### config.mk
export PLATFORM = sky130hd
export DESIGN_NAME = pipe_hazard_ctrl
export DESIGN_NICKNAME = d
export VERILOG_FILES = /design/src/rtl/pipe_pkg.sv /design/src/rtl/hazard_detect.sv /design/src/rtl/pipe_hazard_ctrl.sv
export SDC_FILE = /design/constraint.sdc
export NUM_CORES = 1
export LEC_CHECK = 0
export ABC_AREA = 1
export ABC_CLOCK_PERIOD_IN_PS = 1800
export BUFFER_PORTS_ARGS = -buffer_cell sky130_fd_sc_hd__buf_2
export CAP_MARGIN = 5
export CORE_UTILIZATION = 50
export CTS_BUF_LIST = sky130_fd_sc_hd__clkbuf_16
export DETAILED_ROUTE_END_ITERATION = 6
export PLACE_DENSITY = 0.8
export SYNTH_ARGS = -nofsm -noshare
export SYNTH_HDL_FRONTEND = slang
export SYNTH_SLANG_ARGS = --single-unit
### constraint.sdc
create_clock -name clk -period 1.8 [get_ports clk]
set_clock_uncertainty 0.05 [all_clocks]
set_input_delay 0.27 -clock clk [delete_from_list [all_inputs] [get_ports clk]]
set_output_delay 0.27 -clock clk [all_outputs]
set_load 0.02 [all_outputs]
### src/rtl/pipe_pkg.sv
// Shared run-state encodings and MIPS opcode/funct constants for the pipeline control slice.
package pipe_pkg;

    // IDLE/RUN encodings are also decoded directly by the decode stage.
    typedef enum logic [1:0] {
        IDLE  = 2'b00,
        RUN   = 2'b01,
        DRAIN = 2'b10,
        HALT  = 2'b11
    } run_state_e;

    localparam logic [5:0] OP_RTYPE = 6'd0;
    localparam logic [5:0] OP_J     = 6'd2;
    localparam logic [5:0] OP_JAL   = 6'd3;
    localparam logic [5:0] OP_BEQ   = 6'd4;
    localparam logic [5:0] OP_ADDI  = 6'd8;
    localparam logic [5:0] OP_LW    = 6'd35;
    localparam logic [5:0] OP_SW    = 6'd43;
    localparam logic [5:0] OP_HALT  = 6'h3F;
    localparam logic [5:0] FN_MUL   = 6'd1;
    localparam logic [5:0] FN_JR    = 6'd8;

    // Instructions that actually read rt as a source operand.
    function automatic logic rt_used(input logic [5:0] op);
        return (op == OP_RTYPE) || (op == OP_BEQ) || (op == OP_SW);
    endfunction

endpackage

### src/rtl/hazard_detect.sv
// Load-use compare: a lw in EX whose destination feeds a source of the instruction in ID.
module hazard_detect (
    input  logic       dx_memread,
    input  logic [4:0] dx_rd,
    input  logic [4:0] id_rs,
    input  logic [4:0] id_rt,
    input  logic       rt_used,
    output logic       stall
);

    assign stall = dx_memread && (dx_rd != 5'd0) &&
                   ((dx_rd == id_rs) || (rt_used && (dx_rd == id_rt)));

endmodule

### src/rtl/pipe_hazard_ctrl.sv
// Run-state sequencer for the 5-stage pipeline: stage enables, bubbles and flushes,
// mul freeze, halt drain and performance counters.
module pipe_hazard_ctrl
    import pipe_pkg::*;
#(
    parameter int MUL_LAT   = 3,
    parameter int DRAIN_CYC = 3,
    parameter int CNT_W     = 32
) (
    input  logic             clk,
    input  logic             rst_n,
    input  logic             start,
    input  logic [5:0]       id_op,
    input  logic [5:0]       id_funct,
    input  logic [4:0]       id_rs,
    input  logic [4:0]       id_rt,
    input  logic             dx_memread,
    input  logic [4:0]       dx_rd,
    input  logic             ex_redirect,
    output logic [1:0]       curr_state,
    output logic             pc_we,
    output logic             ifid_we,
    output logic             ifid_flush,
    output logic             idex_we,
    output logic             idex_bubble,
    output logic             exmem_bubble,
    output logic             done,
    output logic [CNT_W-1:0] cycle_cnt,
    output logic [CNT_W-1:0] stall_cnt
);

    localparam int DW = (DRAIN_CYC > 1) ? $clog2(DRAIN_CYC) : 1;

    run_state_e    state, state_nxt;
    logic [3:0]    mul_cnt, mul_nxt;
    logic [DW-1:0] drain_cnt, drain_nxt;
    logic          load_use;
    logic          mul_busy;

    hazard_detect u_hazard (
        .dx_memread (dx_memread),
        .dx_rd      (dx_rd),
        .id_rs      (id_rs),
        .id_rt      (id_rt),
        .rt_used    (rt_used(id_op)),
        .stall      (load_use)
    );

    assign mul_busy   = (mul_cnt != 4'd0);
    assign curr_state = state;

    always_comb begin
        state_nxt    = state;
        mul_nxt      = mul_cnt;
        drain_nxt    = drain_cnt;
        pc_we        = 1'b0;
        ifid_we      = 1'b0;
        ifid_flush   = 1'b0;
        idex_we      = 1'b0;
        idex_bubble  = 1'b0;
        exmem_bubble = 1'b0;
        done         = 1'b0;
        case (state)
            IDLE: begin
                ifid_flush   = 1'b1;
                idex_bubble  = 1'b1;
                exmem_bubble = 1'b1;
                if (start) state_nxt = RUN;
            end
            RUN: begin
                if (mul_busy) begin
                    exmem_bubble = 1'b1;
                    mul_nxt      = mul_cnt - 4'd1;
                end else if (ex_redirect) begin
                    pc_we       = 1'b1;
                    ifid_we     = 1'b1;
                    ifid_flush  = 1'b1;
                    idex_we     = 1'b1;
                    idex_bubble = 1'b1;
                end else if (load_use) begin
                    idex_we     = 1'b1;
                    idex_bubble = 1'b1;
                end else if (id_op == OP_HALT) begin
                    idex_we     = 1'b1;
                    idex_bubble = 1'b1;
                    state_nxt   = DRAIN;
                    drain_nxt   = DW'(DRAIN_CYC - 1);
                end else begin
                    pc_we   = 1'b1;
                    ifid_we = 1'b1;
                    idex_we = 1'b1;
                    if (id_op == OP_RTYPE && id_funct == FN_MUL)
                        mul_nxt = 4'(MUL_LAT - 1);
                end
            end
            DRAIN: begin
                idex_bubble = 1'b1;
                // A mul still occupying EX freezes the drain countdown too.
                if (mul_busy) begin
                    exmem_bubble = 1'b1;
                    mul_nxt      = mul_cnt - 4'd1;
                end else begin
                    idex_we = 1'b1;
                    if (drain_cnt == '0) state_nxt = HALT;
                    else                 drain_nxt = drain_cnt - DW'(1);
                end
            end
            HALT: begin
                done         = 1'b1;
                ifid_flush   = 1'b1;
                idex_bubble  = 1'b1;
                exmem_bubble = 1'b1;
                if (start) state_nxt = RUN;
            end
            default: state_nxt = IDLE;
        endcase
    end

    always_ff @(posedge clk or negedge rst_n) begin
        if (!rst_n) begin
            state     <= IDLE;
            mul_cnt   <= 4'd0;
            drain_cnt <= '0;
            cycle_cnt <= '0;
            stall_cnt <= '0;
        end else begin
            state     <= state_nxt;
            mul_cnt   <= mul_nxt;
            drain_cnt <= drain_nxt;
            if (state == RUN || state == DRAIN) cycle_cnt <= cycle_cnt + CNT_W'(1);
            if (state == RUN && !pc_we)         stall_cnt <= stall_cnt + CNT_W'(1);
        end
    end

endmodule

==> metrics.yaml, run 1 <==
run_status:
  outcome: "finished, violations left"
  violations: "DRC, setup timing"
sta:
  rsz0062_at_grt: "yes"
  worst_pin_slew_ps: 318
  setup_viol: 5
  fin_setup_tns_ps: -188
  holdWs_ps: 300
  slew_headroom_pct: 78.6
  timing.fmax_ghz: 0.534
  fin_crit_ps: 1870
  finalCritPeriodShare_pct: 104
  hold_violations: 0
  slew_viol_final: 0
  setup_ws_ps: -73.8
routing:
  wl_per_cell_um: 14.4
  drc: 5
  drt_wl_total_um: 13100
  viasPerCell: 5.41
  vias: 4902
  drtPass1Iterations: 7
  drt-initial-drc-count: 191
  ant_nets: 0
yosys:
  synth-seq-cells: 72
  synth-seq-area-share_pct: 38.8
  syn_nets: 669
  netlist_area_um2: 4650
  synth_cell_types: 32
  syn_inst: 629
  syn_avg_cell_area_um2: 7.39
  yosysWarnings: 0
setup_path:
  crit_end: "ifid_flush"
  rr_startpoint: "curr_state[1]$_DFFE_PN0P_"
  crit_cells: 5
  path_buf_inv: 3
  end_kind: "primary output"
  crit_chain: "ha_4, clkinv_4, buf_12, o22ai_4, buf_6"
  crit_start: "curr_state[1]$_DFFE_PN0P_"
  max_stage_delay_ps: 430
  ff2ff_path_depth: 11
  crit_path_max_fanout: 4
  worstReg2RegEnd: "mul_cnt[2]$_DFFE_PN0P_"
  start_kind: "register"
  cpMaxStageDelayCell: "dfrtp_2"
  crit_family: "flip-flops"
  worstPathRequired_ps: 1480
  worstPathArrival_ps: 1550
  critPathKind: "reg2out"
  rrSetupSlack_ps: -40
global_route:
  first_global_vias: 4827
  grt_util_all_layers_pct: 27.5
  grt_max_degree: 28
  antenna_found_initial: 0
  overflow: 0
  grt_pass1_wl_um: 21500
final_layout:
  diodes: 0
  final_cell_mix: "nand2_1 (178), buf_2 (99), dfrtp_1 (66), inv_1 (64), nand3_1 (55)"
  postLayoutCoreUtil_pct: 71.3
  layout_commonest_cell: "nand2_1"
  nets: 834
  drive_gt1_share_pct: 32.8
  area.growth.synth_to_final_pct: 35.8
die:
  row_count: 34
  die_height_um: 98.4
  die_w_um: 98.4
  die-area_um2: 9680
  core_um2: 8850
  ioPinCount: 105
  start_util_pct: 52.5
placed_design:
  dp_hpwl_um: 9320
  portBuffers: 104
  gp_congestion: 0.912
power_and_ir_drop:
  p_per_area_nw_per_um2: 1210
  p_leak_nw: 3.26
  peakVddDrop_v: 0.00106
hold_path:
  hp-class: "in2async"
clock_network:
  ctsLongestPathBuffers: 2
  cts_buffers: 9
  cts_htree_levels: 3
  clkTransAtPathRegs_ps: 60
  cts_tree: "done"
  clock_sink_count: 72
  cts-root-buf: "clkbuf_16"
  clk_latency_ps: 330
run:
  max_cap_violations: 0
metal layers:
metal  track usage, %  part of all wire, %  vias to the layer above
met4             11.0                  2.2                        0
met2             48.5                   51                      235
li1                 -                    -                     2342
met5                0                    0                        -
met1             33.0                   40                     2289
met3             5.15                  7.0                       36
sequential cells by signal, summed over array words and instances, names as in the netlist:
signal,count
drain_cnt,2
mul_cnt,4
curr_state,2
stall_cnt,32
cycle_cnt,32
area by class of cell:
| type | instances | area (µm²) |
|---|---|---|
| multi-input cells | 470 | 2670 |
| well taps | 108 | 135 |
| clock buffers | 9 | 225 |
| clock inverters | 6 | 62.6 |
| flip-flops and latches | 72 | 1810 |
| fillers | 670 | 2540 |
| repair buffers | 167 | 1110 |
| inverters | 74 | 292 |
synth_stat cells (all sizes together):
master	number	area (µm²)
nand3	64	345
o21ai	13	68.8
nor3	25	130
inv	72	270
nor4	5	37.5
ha	8	100
nor2	65	264
dfrtp	72	1800
and3	1	7.51
or2	2	12.5
nand2	196	768
o22ai	3	18.8
clkinv	2	10.0
nand4	27	169
a21oi	2	10.0
buf	12	111
xnor2	23	201
clkbuf	1	3.75
xor2	36	315
per-stage QoR:
stage	cell area (µm²)	setup WS, ps	total power, mW	cells
after floorplan	4680	-189	4.02	629
after global placement	5600	-93.8	4.82	872
after detailed placement	5600	-157	4.92	872
after CTS	6110	-61.4	7.25	898
after global routing	6310	-165	8.04	906
final	6310	-73.8	7.65	906
logic make-up (layout without fill, tap and decap cells):
| logic type | after synthesis | count (layout) | synth area share [%] |
|---|---|---|---|
| simple gates | 385 | 385 | 37.3 |
| buf+inv | 87 | 256 | 8.51 |
| flops | 72 | 72 | 38.8 |
| xor+xnor | 59 | 59 | 11.1 |
| fa+ha+maj | 8 | 8 | 2.15 |
| compound gates | 18 | 18 | 2.10 |
worst register-to-register path: stages, from the launching register on:
cell	delay, ps
dfrtp_2	430
buf_6	130
inv_4	60
ha_4	150
inv_4	50
nand2_2	70
nand4_1	80
nor4_2	290
nand3_1	120
nand2_2	150
nand2_1	80
o21ai_1	100
timing repair:
action                     CTS  global route
resized for setup           36            43
hold endpoints to repair     5             0
hold buffers                 1             0
setup buffers               10             8
setup endpoints to repair   21            34
pin swaps                   10            16
report_power, final:
group / internal, mW / switching [mW] / total, mW
logic: 1.63 / 2.24 / 3.87
registers: 1.85 / 0.174 / 2.02
clock network: 1.06 / 0.695 / 1.76
worst min path at each step:
stage,start,endpoint,cells past startpoint
2_1_floorplan,rst_n,curr_state[0]$_DFFE_PN0P_,0
3_3_place_gp,rst_n,stall_cnt[2]$_DFFE_PN0P_,1
3_5_place_dp,rst_n,stall_cnt[1]$_DFFE_PN0P_,1
4_1_cts,rst_n,stall_cnt[2]$_DFFE_PN0P_,2
5_1_grt,rst_n,stall_cnt[2]$_DFFE_PN0P_,2
6_report,rst_n,stall_cnt[0]$_DFFE_PN0P_,2
Note: power is estimated with default switching activity, not from simulation.
==> run 2: changes to the inputs <==
- BUFFER_PORTS_ARGS: -buffer_cell sky130_fd_sc_hd__buf_2 -> -buffer_cell sky130_fd_sc_hd__buf_4
==> metrics.yaml, run 2 (same netlist as run 1, synthesis figures left out) <==
run:
  max_cap_violations: 0  # unchanged
routing:
  drt-initial-drc-count: 196  # +2.6%
  drc: 4  # -1
  wl_met1_um: 5350  # +3.2%
  route.met3.wl_um: 894  # -2.8%
  vias: 4947  # +0.92%
  ant_nets: 0  # unchanged
  viasPerCell: 5.47  # +1.0%
  drt_wl_total_um: 13800  # +5.6%
  highest_layer: "met4"
  wl_met2_um: 7010  # +5.2%
  drtPass1Iterations: 7  # unchanged
  wl_per_cell_um: 15.2  # +5.7%
clock_network:
  ctsLongestPathBuffers: 2  # unchanged
  clock_sink_count: 72  # unchanged
  cts_buffers: 9  # unchanged
  cts_tree: "done"
  clk_latency_ps: 330  # about the same
  cts-root-buf: "clkbuf_16"
  cts_htree_levels: 3  # unchanged
  clkTransAtPathRegs_ps: 60  # about the same
placed_design:
  dp_hpwl_um: 9330  # +0.17%
  gp_congestion: 0.926  # +1.5%
  dpl_cell_area_um2: 5850  # +4.4%
  portBuffers: 104  # unchanged
setup_path:
  worstPathArrival_ps: 1580  # +30 ps
  max_stage_delay_ps: 430  # about the same
  rrSetupSlack_ps: -50  # about the same
  path_buf_inv: 3  # unchanged
  cpMaxStageDelayCell: "dfrtp_2"
  worstReg2RegEnd: "cycle_cnt[22]$_DFFE_PN0N_"
  rr_startpoint: "curr_state[0]$_DFFE_PN0P_"
  end_kind: "primary output"
  crit_chain: "ha_4, clkinv_4, buf_12, o22ai_4, buf_6"
  ff2ff_path_depth: 12  # +1
  start_kind: "register"
  worstPathRequired_ps: 1480  # about the same
  crit_path_max_fanout: 3  # -1
  critPathKind: "reg2out"
  crit_family: "flip-flops"
global_route:
  grt_util_all_layers_pct: 27.8  # +0.31 points
  antenna_found_initial: 0  # unchanged
  first_global_vias: 4874  # +0.97%
  overflow: 0  # unchanged
  grt_max_degree: 28  # unchanged
  grt_pass1_wl_um: 21900  # +1.5%
sta:
  finalCritPeriodShare_pct: 105  # +1.2 points
  setup_ws_ps: -95.9  # -22.1 ps
  rsz0062_at_grt: "yes"
  hold_violations: 0  # unchanged
  timing.fmax_ghz: 0.527  # -1.2%
  worst_pin_slew_ps: 374  # +56.2 ps
  fin_crit_ps: 1900  # +22.1 ps
  slew_viol_final: 0  # unchanged
  holdWs_ps: 348  # +48.6 ps
  setup_viol: 12  # +7
  slew_headroom_pct: 75.1  # -3.5 points
final_layout:
  nets: 832  # -0.24%
  seq_area_um2: 1810  # +0.14%
  top_regs: "cycle_cnt: 32 flops, stall_cnt: 32 flops, mul_cnt: 4 flops"
  fillCellCount: 598  # -11%
  final_area_um2: 6660  # +5.5%
  multi_input_area_um2: 2740  # +2.4%
  area.growth.synth_to_final_pct: 43.3
  diodes: 0  # unchanged
  drive_gt1_share_pct: 33.1  # +0.29 points
  final_cell_mix: "nand2_1 (181), buf_4 (149), dfrtp_1 (64), inv_1 (63), nand3_1 (56)"
  layout_commonest_cell: "nand2_1"
hold_path:
  hp-class: "in2async"
power_and_ir_drop:
  peakVddDrop_v: 0.00118  # +11%
  p_per_area_nw_per_um2: 1200  # -0.83%
  p_leak_nw: 3.34  # +2.6%
die:
  start_util_pct: 52.5  # unchanged
  ioPinCount: 105  # unchanged
  row_count: 34  # unchanged
  core_um2: 8850  # unchanged
  die-area_um2: 9680  # unchanged
  die_height_um: 98.4  # unchanged
  die_w_um: 98.4  # unchanged
run_status:
  violations: "DRC, setup timing"
  outcome: "finished, violations left"
run 2: per-layer routing:
| metal | track usage [%] | vias to the layer above |
|---|---|---|
| li1 | - | 2338 |
| met1 | 32.8 | 2339 |
| met2 | 49.5 | 223 |
| met3 | 5.44 | 47 |
| met4 | 11.4 | 0 |
| met5 | 0 | - |
run 2: metrics by stage:
step	setup TNS [ps]	worst slack, ps	total power, mW	cells	utilization (%)
floorplan	-655	-189	4.02	629	-
global placement	-359	-82.5	4.95	872	66.1
detailed placement	-1890	-165	5.05	872	66.1
CTS	-115	-49.2	7.63	899	72.5
global route	-2390	-218	8.42	905	75.2
finish	-340	-95.9	8.00	905	75.2
run 2: repair_timing:
action | in CTS | in global routing
buffers inserted | 9 | 6
hold buffers | 1 | 0
setup endpoints to repair | 22 | 37
resized for setup | 36 | 45
pin swaps | 10 | 14
endpoints found under the hold margin | 25 | 0
gates cloned | 1 | 0
run 2: worst reg2reg max path, cell delays in order, from the launching register on:
cell	delay (ps)
dfrtp_2	400
inv_2	70
ha_4	220
clkinv_4	70
nand3_4	70
nor2_4	110
nand2_2	90
nor2_4	130
nand3_4	90
nor2_4	110
nand2_2	90
nor2_2	120
xor2_1	160
run 2: how the worst max path moves through the flow:
stage | from | end | slack [ps] | cells past startpoint
2_1_floorplan | curr_state[0]$_DFFE_PN0P_ | cycle_cnt[22]$_DFFE_PN0N_ | -190 | 13
3_3_place_gp | curr_state[1]$_DFFE_PN0P_ | ifid_flush | -80 | 7
3_5_place_dp | curr_state[1]$_DFFE_PN0P_ | cycle_cnt[22]$_DFFE_PN0N_ | -170 | 11
4_1_cts | curr_state[1]$_DFFE_PN0P_ | ifid_flush | -50 | 5
5_1_grt | curr_state[1]$_DFFE_PN0P_ | mul_cnt[2]$_DFFE_PN0P_ | -220 | 11
6_report | curr_state[1]$_DFFE_PN0P_ | ifid_flush | -100 | 5
run 2: power by group:
group | internal [mW] | switching [mW]
combinational | 1.80 | 2.30
clock | 1.20 | 0.682
sequential | 1.85 | 0.175
run 2: area by class of cell:
class,instances,area share [%]
flip-flops and latches,72,27.2
clock inverters,7,1.30
multi-input cells,470,41.1
clock buffers,9,3.38
well taps,108,2.03
repair buffers,165,20.6
inverters,74,4.34
